### src/rtl/exe_stage_pkg.sv
// Shared widths, ALU opcodes and helpers for the execute stage.
package exe_stage_pkg;

    localparam int DATA_W = 8;
    localparam int PC_W   = 12;
    localparam int REG_W  = 3;
    localparam int OP_W   = 4;

    localparam logic [OP_W-1:0] OP_ADD  = 4'h0;
    localparam logic [OP_W-1:0] OP_ADDC = 4'h1;
    localparam logic [OP_W-1:0] OP_SUB  = 4'h2;
    localparam logic [OP_W-1:0] OP_SUBC = 4'h3;
    localparam logic [OP_W-1:0] OP_AND  = 4'h4;
    localparam logic [OP_W-1:0] OP_OR   = 4'h5;
    localparam logic [OP_W-1:0] OP_XOR  = 4'h6;
    localparam logic [OP_W-1:0] OP_PASS = 4'h7;
    localparam logic [OP_W-1:0] OP_ADDI = 4'h8;
    localparam logic [OP_W-1:0] OP_SUBI = 4'h9;
    localparam logic [OP_W-1:0] OP_ANDI = 4'hA;
    localparam logic [OP_W-1:0] OP_ORI  = 4'hB;
    localparam logic [OP_W-1:0] OP_SHL  = 4'hC;
    localparam logic [OP_W-1:0] OP_SHR  = 4'hD;
    localparam logic [OP_W-1:0] OP_BZ   = 4'hE;
    localparam logic [OP_W-1:0] OP_BC   = 4'hF;

    function automatic logic is_branch(input logic [OP_W-1:0] op);
        return (op == OP_BZ) || (op == OP_BC);
    endfunction

    function automatic logic uses_imm(input logic [OP_W-1:0] op);
        return (op == OP_ADDI) || (op == OP_SUBI) || (op == OP_ANDI) || (op == OP_ORI);
    endfunction

    // MEM-stage result is younger than WB, so it wins when both match.
    function automatic logic [DATA_W-1:0] fwd_sel(
        input logic [REG_W-1:0]  addr,
        input logic [DATA_W-1:0] reg_data,
        input logic              mem_wr,
        input logic [REG_W-1:0]  mem_rd,
        input logic [DATA_W-1:0] mem_data,
        input logic              wb_wr,
        input logic [REG_W-1:0]  wb_rd,
        input logic [DATA_W-1:0] wb_data
    );
        if (mem_wr && (mem_rd == addr)) return mem_data;
        if (wb_wr && (wb_rd == addr))   return wb_data;
        return reg_data;
    endfunction

endpackage

### src/rtl/alu8.sv
// Combinational 8-bit ALU with 9-bit internal arithmetic; bit 8 is carry/borrow.
module alu8
    import exe_stage_pkg::*;
(
    input  logic [DATA_W-1:0] a,
    input  logic [DATA_W-1:0] b,
    input  logic [OP_W-1:0]   op,
    input  logic              cin,
    output logic [DATA_W-1:0] result,
    output logic              cout
);

    logic [DATA_W:0] wide;
    logic [DATA_W:0] a_ext;
    logic [DATA_W:0] b_ext;
    logic [DATA_W:0] c_ext;

    assign a_ext = {1'b0, a};
    assign b_ext = {1'b0, b};
    assign c_ext = {{DATA_W{1'b0}}, cin};

    always_comb begin
        wide = '0;
        case (op)
            OP_ADD, OP_ADDI: wide = a_ext + b_ext;
            OP_ADDC:         wide = a_ext + b_ext + c_ext;
            // Wrapped 9-bit difference: bit 8 set exactly when A < B + Cin.
            OP_SUB, OP_SUBI: wide = a_ext - b_ext;
            OP_SUBC:         wide = a_ext - b_ext - c_ext;
            OP_AND, OP_ANDI: wide = {1'b0, a & b};
            OP_OR,  OP_ORI:  wide = {1'b0, a | b};
            OP_XOR:          wide = {1'b0, a ^ b};
            OP_PASS:         wide = b_ext;
            OP_SHL:          wide = {a, 1'b0};
            OP_SHR:          wide = {a[0], 1'b0, a[DATA_W-1:1]};
            default:         wide = '0;
        endcase
        result = wide[DATA_W-1:0];
        cout   = wide[DATA_W];
    end

endmodule

### src/rtl/exe_stage.sv
// Execute stage: operand forwarding, ALU, C/Z flag registers, branch resolve
// and the EXE/MEM pipeline register.
module exe_stage
    import exe_stage_pkg::*;
(
    input  logic              clk,
    input  logic              rst,
    input  logic              regWr_IN,
    input  logic              memRd_IN,
    input  logic              memWr_IN,
    input  logic              cWr_IN,
    input  logic              zWr_IN,
    input  logic [OP_W-1:0]   aluOp_IN,
    input  logic [REG_W-1:0]  rd_IN,
    input  logic [REG_W-1:0]  rs_IN,
    input  logic [REG_W-1:0]  rt_IN,
    input  logic [DATA_W-1:0] regData1_IN,
    input  logic [DATA_W-1:0] regData2_IN,
    input  logic [DATA_W-1:0] immConst_IN,
    input  logic [DATA_W-1:0] brDisp_IN,
    input  logic [PC_W-1:0]   pcPlus1_IN,
    input  logic              memRegWr,
    input  logic [REG_W-1:0]  memRd,
    input  logic [DATA_W-1:0] memData,
    input  logic              wbRegWr,
    input  logic [REG_W-1:0]  wbRd,
    input  logic [DATA_W-1:0] wbData,
    input  logic              flush,
    output logic              regWr_OUT,
    output logic              memRd_OUT,
    output logic              memWr_OUT,
    output logic [REG_W-1:0]  rd_OUT,
    output logic [DATA_W-1:0] aluResult_OUT,
    output logic [DATA_W-1:0] storeData_OUT,
    output logic              brTaken_OUT,
    output logic [PC_W-1:0]   brTarget_OUT,
    output logic              carry_OUT,
    output logic              zero_OUT
);

    logic [REG_W-1:0]  src_addr [2];
    logic [DATA_W-1:0] src_data [2];
    logic [DATA_W-1:0] fwd_data [2];

    assign src_addr[0] = rs_IN;
    assign src_addr[1] = rt_IN;
    assign src_data[0] = regData1_IN;
    assign src_data[1] = regData2_IN;

    genvar gi;
    generate
        for (gi = 0; gi < 2; gi++) begin : g_fwd
            assign fwd_data[gi] = fwd_sel(src_addr[gi], src_data[gi],
                                          memRegWr, memRd, memData,
                                          wbRegWr, wbRd, wbData);
        end
    endgenerate

    logic [DATA_W-1:0] op_a;
    logic [DATA_W-1:0] op_b;
    logic [DATA_W-1:0] alu_result;
    logic              alu_cout;
    logic              branch;
    logic              br_cond;
    logic [PC_W-1:0]   br_target;

    assign op_a = fwd_data[0];
    assign op_b = uses_imm(aluOp_IN) ? immConst_IN : fwd_data[1];

    alu8 u_alu (
        .a      (op_a),
        .b      (op_b),
        .op     (aluOp_IN),
        .cin    (carry_OUT),
        .result (alu_result),
        .cout   (alu_cout)
    );

    // Branches read the flag registers as left by the previous instruction.
    assign branch    = is_branch(aluOp_IN);
    assign br_cond   = (aluOp_IN == OP_BZ) ? zero_OUT : carry_OUT;
    assign br_target = pcPlus1_IN + {{(PC_W-DATA_W){brDisp_IN[DATA_W-1]}}, brDisp_IN};

    always_ff @(posedge clk or posedge rst) begin
        if (rst) begin
            regWr_OUT     <= 1'b0;
            memRd_OUT     <= 1'b0;
            memWr_OUT     <= 1'b0;
            rd_OUT        <= '0;
            aluResult_OUT <= '0;
            storeData_OUT <= '0;
            brTaken_OUT   <= 1'b0;
            brTarget_OUT  <= '0;
            carry_OUT     <= 1'b0;
            zero_OUT      <= 1'b0;
        end else if (flush) begin
            regWr_OUT     <= 1'b0;
            memRd_OUT     <= 1'b0;
            memWr_OUT     <= 1'b0;
            rd_OUT        <= '0;
            aluResult_OUT <= '0;
            storeData_OUT <= '0;
            brTaken_OUT   <= 1'b0;
            brTarget_OUT  <= '0;
        end else begin
            regWr_OUT     <= regWr_IN & ~branch;
            memRd_OUT     <= memRd_IN & ~branch;
            memWr_OUT     <= memWr_IN & ~branch;
            rd_OUT        <= rd_IN;
            aluResult_OUT <= alu_result;
            storeData_OUT <= fwd_data[1];
            brTaken_OUT   <= branch & br_cond;
            brTarget_OUT  <= br_target;
            if (cWr_IN && !branch) carry_OUT <= alu_cout;
            if (zWr_IN && !branch) zero_OUT  <= (alu_result == '0);
        end
    end

endmodule
### config.mk
export PLATFORM = sky130hd
export DESIGN_NAME = exe_stage
export DESIGN_NICKNAME = d
export VERILOG_FILES = /design/src/rtl/exe_stage_pkg.sv /design/src/rtl/alu8.sv /design/src/rtl/exe_stage.sv
export SDC_FILE = /design/constraint.sdc
export NUM_CORES = 1
export LEC_CHECK = 0
export ABC_AREA = 1
export CORE_ASPECT_RATIO = 1.75
export CORE_UTILIZATION = 35
export DETAILED_ROUTE_END_ITERATION = 7
export HOLD_SLACK_MARGIN = 0.15
export MAX_ROUTING_LAYER = met4
export SYNTH_ARGS = -nofsm -noshare
export SYNTH_HDL_FRONTEND = slang
export SYNTH_HIERARCHICAL = 1
export SYNTH_SLANG_ARGS = --single-unit
### constraint.sdc
create_clock -name clk -period 2.25 [get_ports clk]
set_input_delay 0.3375 -clock clk [delete_from_list [all_inputs] [get_ports clk]]
set_output_delay 0.3375 -clock clk [all_outputs]
set_load 0.1 [all_outputs]
==> results of run 1 <==
logic make-up after synthesis:
kind of cell | count (synthesis) | synth area share
compound gates | 88 | 0.128
xor+xnor | 7 | 0.0132
fa+ha+maj | 42 | 0.118
buf+inv | 146 | 0.128
flops | 37 | 0.199
simple gates | 405 | 0.414
stage by stage:
step	util	power, µW	area [µm²]	hold slack (ns)	cells
2_1_floorplan	-	2490	4700	0.439	725
3_3_place_gp	0.543	3500	7020	0.581	1144
3_5_place_dp	0.543	3530	7020	0.607	1144
4_1_cts	0.604	4460	7810	0.491	1174
5_1_grt	0.628	4960	8120	0.538	1188
6_report	0.628	4670	8120	0.466	1188
registers in the layout (all words and copies together), names as in the netlist:
register and cells:
zero_OUT 1, memWr_OUT 1, aluResult_OUT 8, storeData_OUT 8, rd_OUT 3, brTaken_OUT 1, memRd_OUT 1, carry_OUT 1
brTarget_OUT 12, regWr_OUT 1
power groups by stage:
stage / sequential (µW) / clock (µW) / combinational, µW
floorplan: 1280 / 0 / 1210
global placement: 773 / 0 / 2730
detailed placement: 774 / 0 / 2760
CTS: 764 / 681 / 3020
global route: 772 / 701 / 3480
finish: 763 / 665 / 3240
layer usage:
metal | part of all wire | wire length, µm | GRT usage
met5 | 0 | 0 | -
met3 | 0.031 | 562 | 0.0203
met1 | 0.33 | 5890 | 0.238
met4 | 0.076 | 1380 | 0.187
met2 | 0.57 | 10300 | 0.542
Yosys cell counts (9+ instances only):
library cell,count
nor2_1,80
o21ai_2,9
dfrtp_1,37
nand2_1,177
o21ai_0,16
a21oi_1,25
inv_1,123
inv_2,10
nor2_4,9
nand2_2,17
o22ai_1,15
nand4_1,11
nand3_1,77
nand3b_1,10
ha_1,39
worst register-to-register path: cells and delay by family, from the launching register on:
kind                       cells  cell delay [ns]
buffers and inverters          2             0.11
AOI/OAI and AO/OA              2             0.28
and+or+nand+nor                7             0.66
adders and majority gates      2             0.44
DFF                            1             0.46
final cells by class:
cell class | instances | area share
clock buffer | 5 | 0.0154
clock inverter | 3 | 0.00216
inverter | 137 | 0.0661
multi-input combinational | 544 | 0.465
sequential | 37 | 0.114
tap | 171 | 0.0264
timing repair buffer | 291 | 0.311
repair_timing:
action                                  CTS  global route
cloned                                    2             0
gates resized for setup                 189            59
pin swaps                                63            45
endpoints found under the setup margin   10            10
buffers inserted                         24            15
worst min path at each step:
| stage | from | endpoint | slack, ns | cells past startpoint |
|---|---|---|---|---|
| floorplan | rd_IN[0] | rd_OUT[0] | 0.44 | 2 |
| global placement | zero_OUT | zero_OUT | 0.58 | 1 |
| detailed placement | carry_OUT | carry_OUT | 0.61 | 2 |
| CTS | rst | aluResult_OUT[6] | 0.49 | 3 |
| global route | rst | aluResult_OUT[7] | 0.54 | 3 |
| finish | rst | aluResult_OUT[7] | 0.47 | 3 |
==> flow_summary.ini, run 1 <==
[outcome]
run_status = finished with violations
failed_checks = negative setup slack

[floorplan]
die_area_mm2 = 0.0138
pin_count = 126
rows = 55
core-area_mm2 = 0.0129
die_h_um = 154
die_w_um = 89.1
initial_core_util = 0.359

[power]
intPower_uw = 2450
swShare = 0.476
power_frac_comb = 0.694
p_leak_uw = 0.00414
powerDensity_mw_per_mm2 = 575
clkPwrFrac = 0.143
ir_worst_vdd_v = 0.000277
power.net_switching_uw = 2220
p_seq_frac = 0.163

[cells_and_area]
multi_input_area_mm2 = 0.00378
mostFrequentLayoutCell = buf_4
fillerInstances = 1205
regArea_um2 = 926
area_growth_pct = 74.6
diodes = 0
drive_above_1_share = 0.414
nNetsFinal = 1147
layout_common_cells = buf_4, nand2_1, inv_1, clkdlybuf4s50_1, nor2_1

[worst_setup_path]
required_ns = 2.46
cp-end-kind = register
path_max_fanout = 6
reg2reg_slack_ns = 0.25
reg2reg_depth = 13
crit_slowest_cell = fa_2
crit_path_start = wbRd[1]
crit_path_end = zero_OUT
crit_cells = 22
cp_cell_sequence = buf_8 > or2_4 > a21oi_4 > nand2_4 > nand2_2 > nand3_2 > o21ai_4 > inv_2 > ha_4 > fa_2 > ha_4 > inv_4 > nor2_4 > nand3_4 > nor2_4 > nand2_1 > nand3_1 > nand3_2 > inv_2 > nand4_1 > o21ai_1 > o21a_1
timing.critical_path.buf_inv = 4
path_class = in -> reg
reg2reg_from = carry_OUT
rr_endpoint = zero_OUT
cp-start-kind = primary input
critPathTopFamily = simple AND/OR/NAND/NOR gates
max_stage_delay_ns = 0.59
cp.arrival_ns = 3.29

[timing]
slew-limit-headroom = 0.684
skew_ns = 0.00119
fin_crit_ns = 3.07
fin_tns_setup_ns = -6.08
fmax_ghz = 0.325
worst_pin_slew_ns = 0.474
fin_ws_ns = -0.825
setup_viol = 10
fin_crit_sh = 1.37
slew_viol_final = 0
rsz0062_at_grt = yes
hold_violations = 0

[detailed_routing]
first_pass_iters = 4
drt-wirelength-per-cell_um = 15.2
routed_wl_mm = 18.1
ant_nets = 0
drc_errors = 0
route.vias.total = 5857
drt_iter0_drc = 135
viasPerCell = 4.93

[synthesis]
synth_nets = 856
ys.flop_type = dfrtp_1
synth_edf_count = 0
synth.area.top_cells = dfrtp_1, nand2_1, ha_1
ys_warn_count = 6
syn-cell-area_mm2 = 0.00465
synthArstFlopShare = 1.00
ys_seq_area_frac = 0.199
synth_top_area_frac = 0.199
yosys.area.top_type = dfrtp_1
ys_types = 47
synth_cells = 725
synth_seq_cells = 37
avgSynthCellArea_um2 = 6.41

[clock_tree]
ctsRootBufferMaster = clkbuf_16
cts.hold.buffers_added = 0
cts.sinks = 37
clk_latency_ns = 0.27
numCtsBuffers = 5
clock_path_buffers = 2
htree_levels = 2
tritoncts = yes
path_clk_slew_ns = 0.05

[place]
gp_congestion = 1.02
hpwl_mm = 15.1
place_ws_ns = -1.67
portBuffers = 125

[worst_hold_path]
hold_class = in -> async

[global_routing]
grt_pass1_vias = 6042
antenna_found_initial = 0
overflow = 0
grt_pass1_wl_mm = 28.5
track_usage = 0.278
grt_max_degree = 38

[flow_run]
maxCapViolations = 0
Note: power is estimated with default switching activity, not from simulation.
==> run 2: changes to the inputs <==
CTS_CLUSTER_SIZE = 14   (was not set)
DONT_BUFFER_PORTS = 1   (was not set)
SKIP_LAST_GASP = 1   (was not set)
==> flow_summary.ini, run 2 (synthesized netlist as in run 1, its figures left out) <==
[worst_setup_path]
path_max_fanout = 7
rr_endpoint = zero_OUT
cp-end-kind = register
reg2reg_from = carry_OUT
reg2reg_slack_ns = 0.28
path_class = in -> reg
cp-start-kind = primary input
required_ns = 2.47
cp.arrival_ns = 3.20
reg2reg_depth = 14

[timing]
slew_viol_final = 0
fin_ws_ns = -0.732
hold_violations = 0
fin_crit_sh = 1.33
skew_ns = 0.00640
fmax_ghz = 0.335
fin_crit_ns = 2.98
slew-limit-headroom = 0.311
rsz0062_at_grt = yes
setup_viol = 10
worst_pin_slew_ns = 1.03

[global_routing]
grt_pass1_wl_mm = 24.6
grt_max_degree = 38
overflow = 0
track_usage = 0.236
antenna_found_initial = 0
grt_pass1_vias = 5437

[detailed_routing]
first_pass_iters = 5
ant_nets = 0
routed_wl_mm = 15.7
drc_errors = 0
route.vias.total = 5443
drt_iter0_drc = 245
viasPerCell = 5.05
drt-wirelength-per-cell_um = 14.6

[place]
hpwl_mm = 12.4
place_ws_ns = -1.13
placed_area_mm2 = 0.00589
portBuffers = 0
gp_congestion = 0.925

[cells_and_area]
drive_above_1_share = 0.388
fillerInstances = 1251
final_cell_area_mm2 = 0.00692
top_register = brTarget_OUT
diodes = 0
area_growth_pct = 48.9
reg_top3 = brTarget_OUT: 12 flops, aluResult_OUT: 8 flops, storeData_OUT: 8 flops
utilization = 0.535
nNetsFinal = 1037
mostFrequentLayoutCell = buf_4
largest_reg_flops = 12
layout_common_cells = buf_4, nand2_1, inv_1, nor2_1, nand3_1

[power]
p_leak_uw = 0.00363
powerDensity_mw_per_mm2 = 647
ir_worst_vdd_v = 0.000386

[clock_tree]
clock_path_buffers = 2
clk_latency_ns = 0.28
tritoncts = yes
path_clk_slew_ns = 0.05
htree_levels = 2
cts.sinks = 37
numCtsBuffers = 5
ctsRootBufferMaster = clkbuf_16

[floorplan]
die_area_mm2 = 0.0138
pin_count = 126
die_w_um = 89.1
die_h_um = 154
rows = 55
initial_core_util = 0.359
core-area_mm2 = 0.0129

[worst_hold_path]
hold_depth = 2
min_to = memRd_OUT
hold_class = in -> reg
min-delay-start = memRd_IN

[outcome]
run_status = finished with violations
failed_checks = negative setup slack

[flow_run]
maxCapViolations = 0
==> run 2: cell type report <==
cell class / instances / area (µm²) / area share
Tap cell: 171 / 214 / 0.0309
Multi-Input combinational cell: 543 / 3620 / 0.523
Inverter: 137 / 537 / 0.0775
Clock buffer: 6 / 139 / 0.0201
Sequential cell: 37 / 926 / 0.134
Timing Repair Buffer: 182 / 1450 / 0.209
Clock inverter: 2 / 37.5 / 0.00542
==> run 2: worst max-delay path, stage by stage <==
cell and delay, ns:
or2_4 0.23, a21oi_4 0.19, buf_6 0.16, nand3b_1 0.15
nand3_4 0.11, o21ai_4 0.07, ha_4 0.17, inv_4 0.05
fa_2 0.45, inv_2 0.10, ha_4 0.14, inv_4 0.03
nor2_4 0.11, nand3_4 0.12, nor2_4 0.16, nand2_2 0.06
nand3_2 0.08, nand3_2 0.08, inv_2 0.06, nand4_1 0.06
o21ai_1 0.14, o21a_1 0.13
==> run 2: through the flow <==
| stage | power [µW] | hold WS [ns] | setup TNS (ns) | instances |
|---|---|---|---|---|
| 2_1_floorplan | 2490 | 0.439 | -5.03 | 725 |
| 3_3_place_gp | 3220 | 0.364 | -8.73 | 1025 |
| 3_5_place_dp | 3240 | 0.365 | -8.85 | 1025 |
| 4_1_cts | 4320 | 0.150 | -4.92 | 1064 |
| 5_1_grt | 4780 | 0.156 | -7.10 | 1078 |
| 6_report | 4480 | 0.158 | -5.72 | 1078 |
==> run 2: timing repair <==
action | CTS | global route
gates cloned | 0 | 1
hold buffers | 2 | 1
pin swaps | 49 | 32
setup endpoints to repair | 10 | 10
setup buffers | 30 | 12
endpoints found under the hold margin | 61 | 1
gates resized for setup | 78 | 49
==> run 2: report_power, final <==
part           switching, µW  internal [µW]
logic                   1810           1100
clock network            259            552
registers               26.3            734
==> run 2: worst max path at each step <==
stage	depth (start not counted)	startpoint	endpoint	slack, ns
detailed placement	24	rt_IN[0]	zero_OUT	-1.13
CTS	22	rs_IN[1]	zero_OUT	-0.67
finish	22	rs_IN[1]	zero_OUT	-0.73
floorplan	21	rs_IN[1]	zero_OUT	-0.82
global placement	24	memRd[1]	zero_OUT	-1.13
global route	23	rs_IN[0]	zero_OUT	-0.88
==> run 2: metal layers <==
layer	up-vias	GRT usage	share of wire
met5	-	-	0
met4	0	0.120	0.061
met3	60	0.0277	0.047
met2	207	0.450	0.54
met1	2488	0.220	0.35
li1	2688	-	-
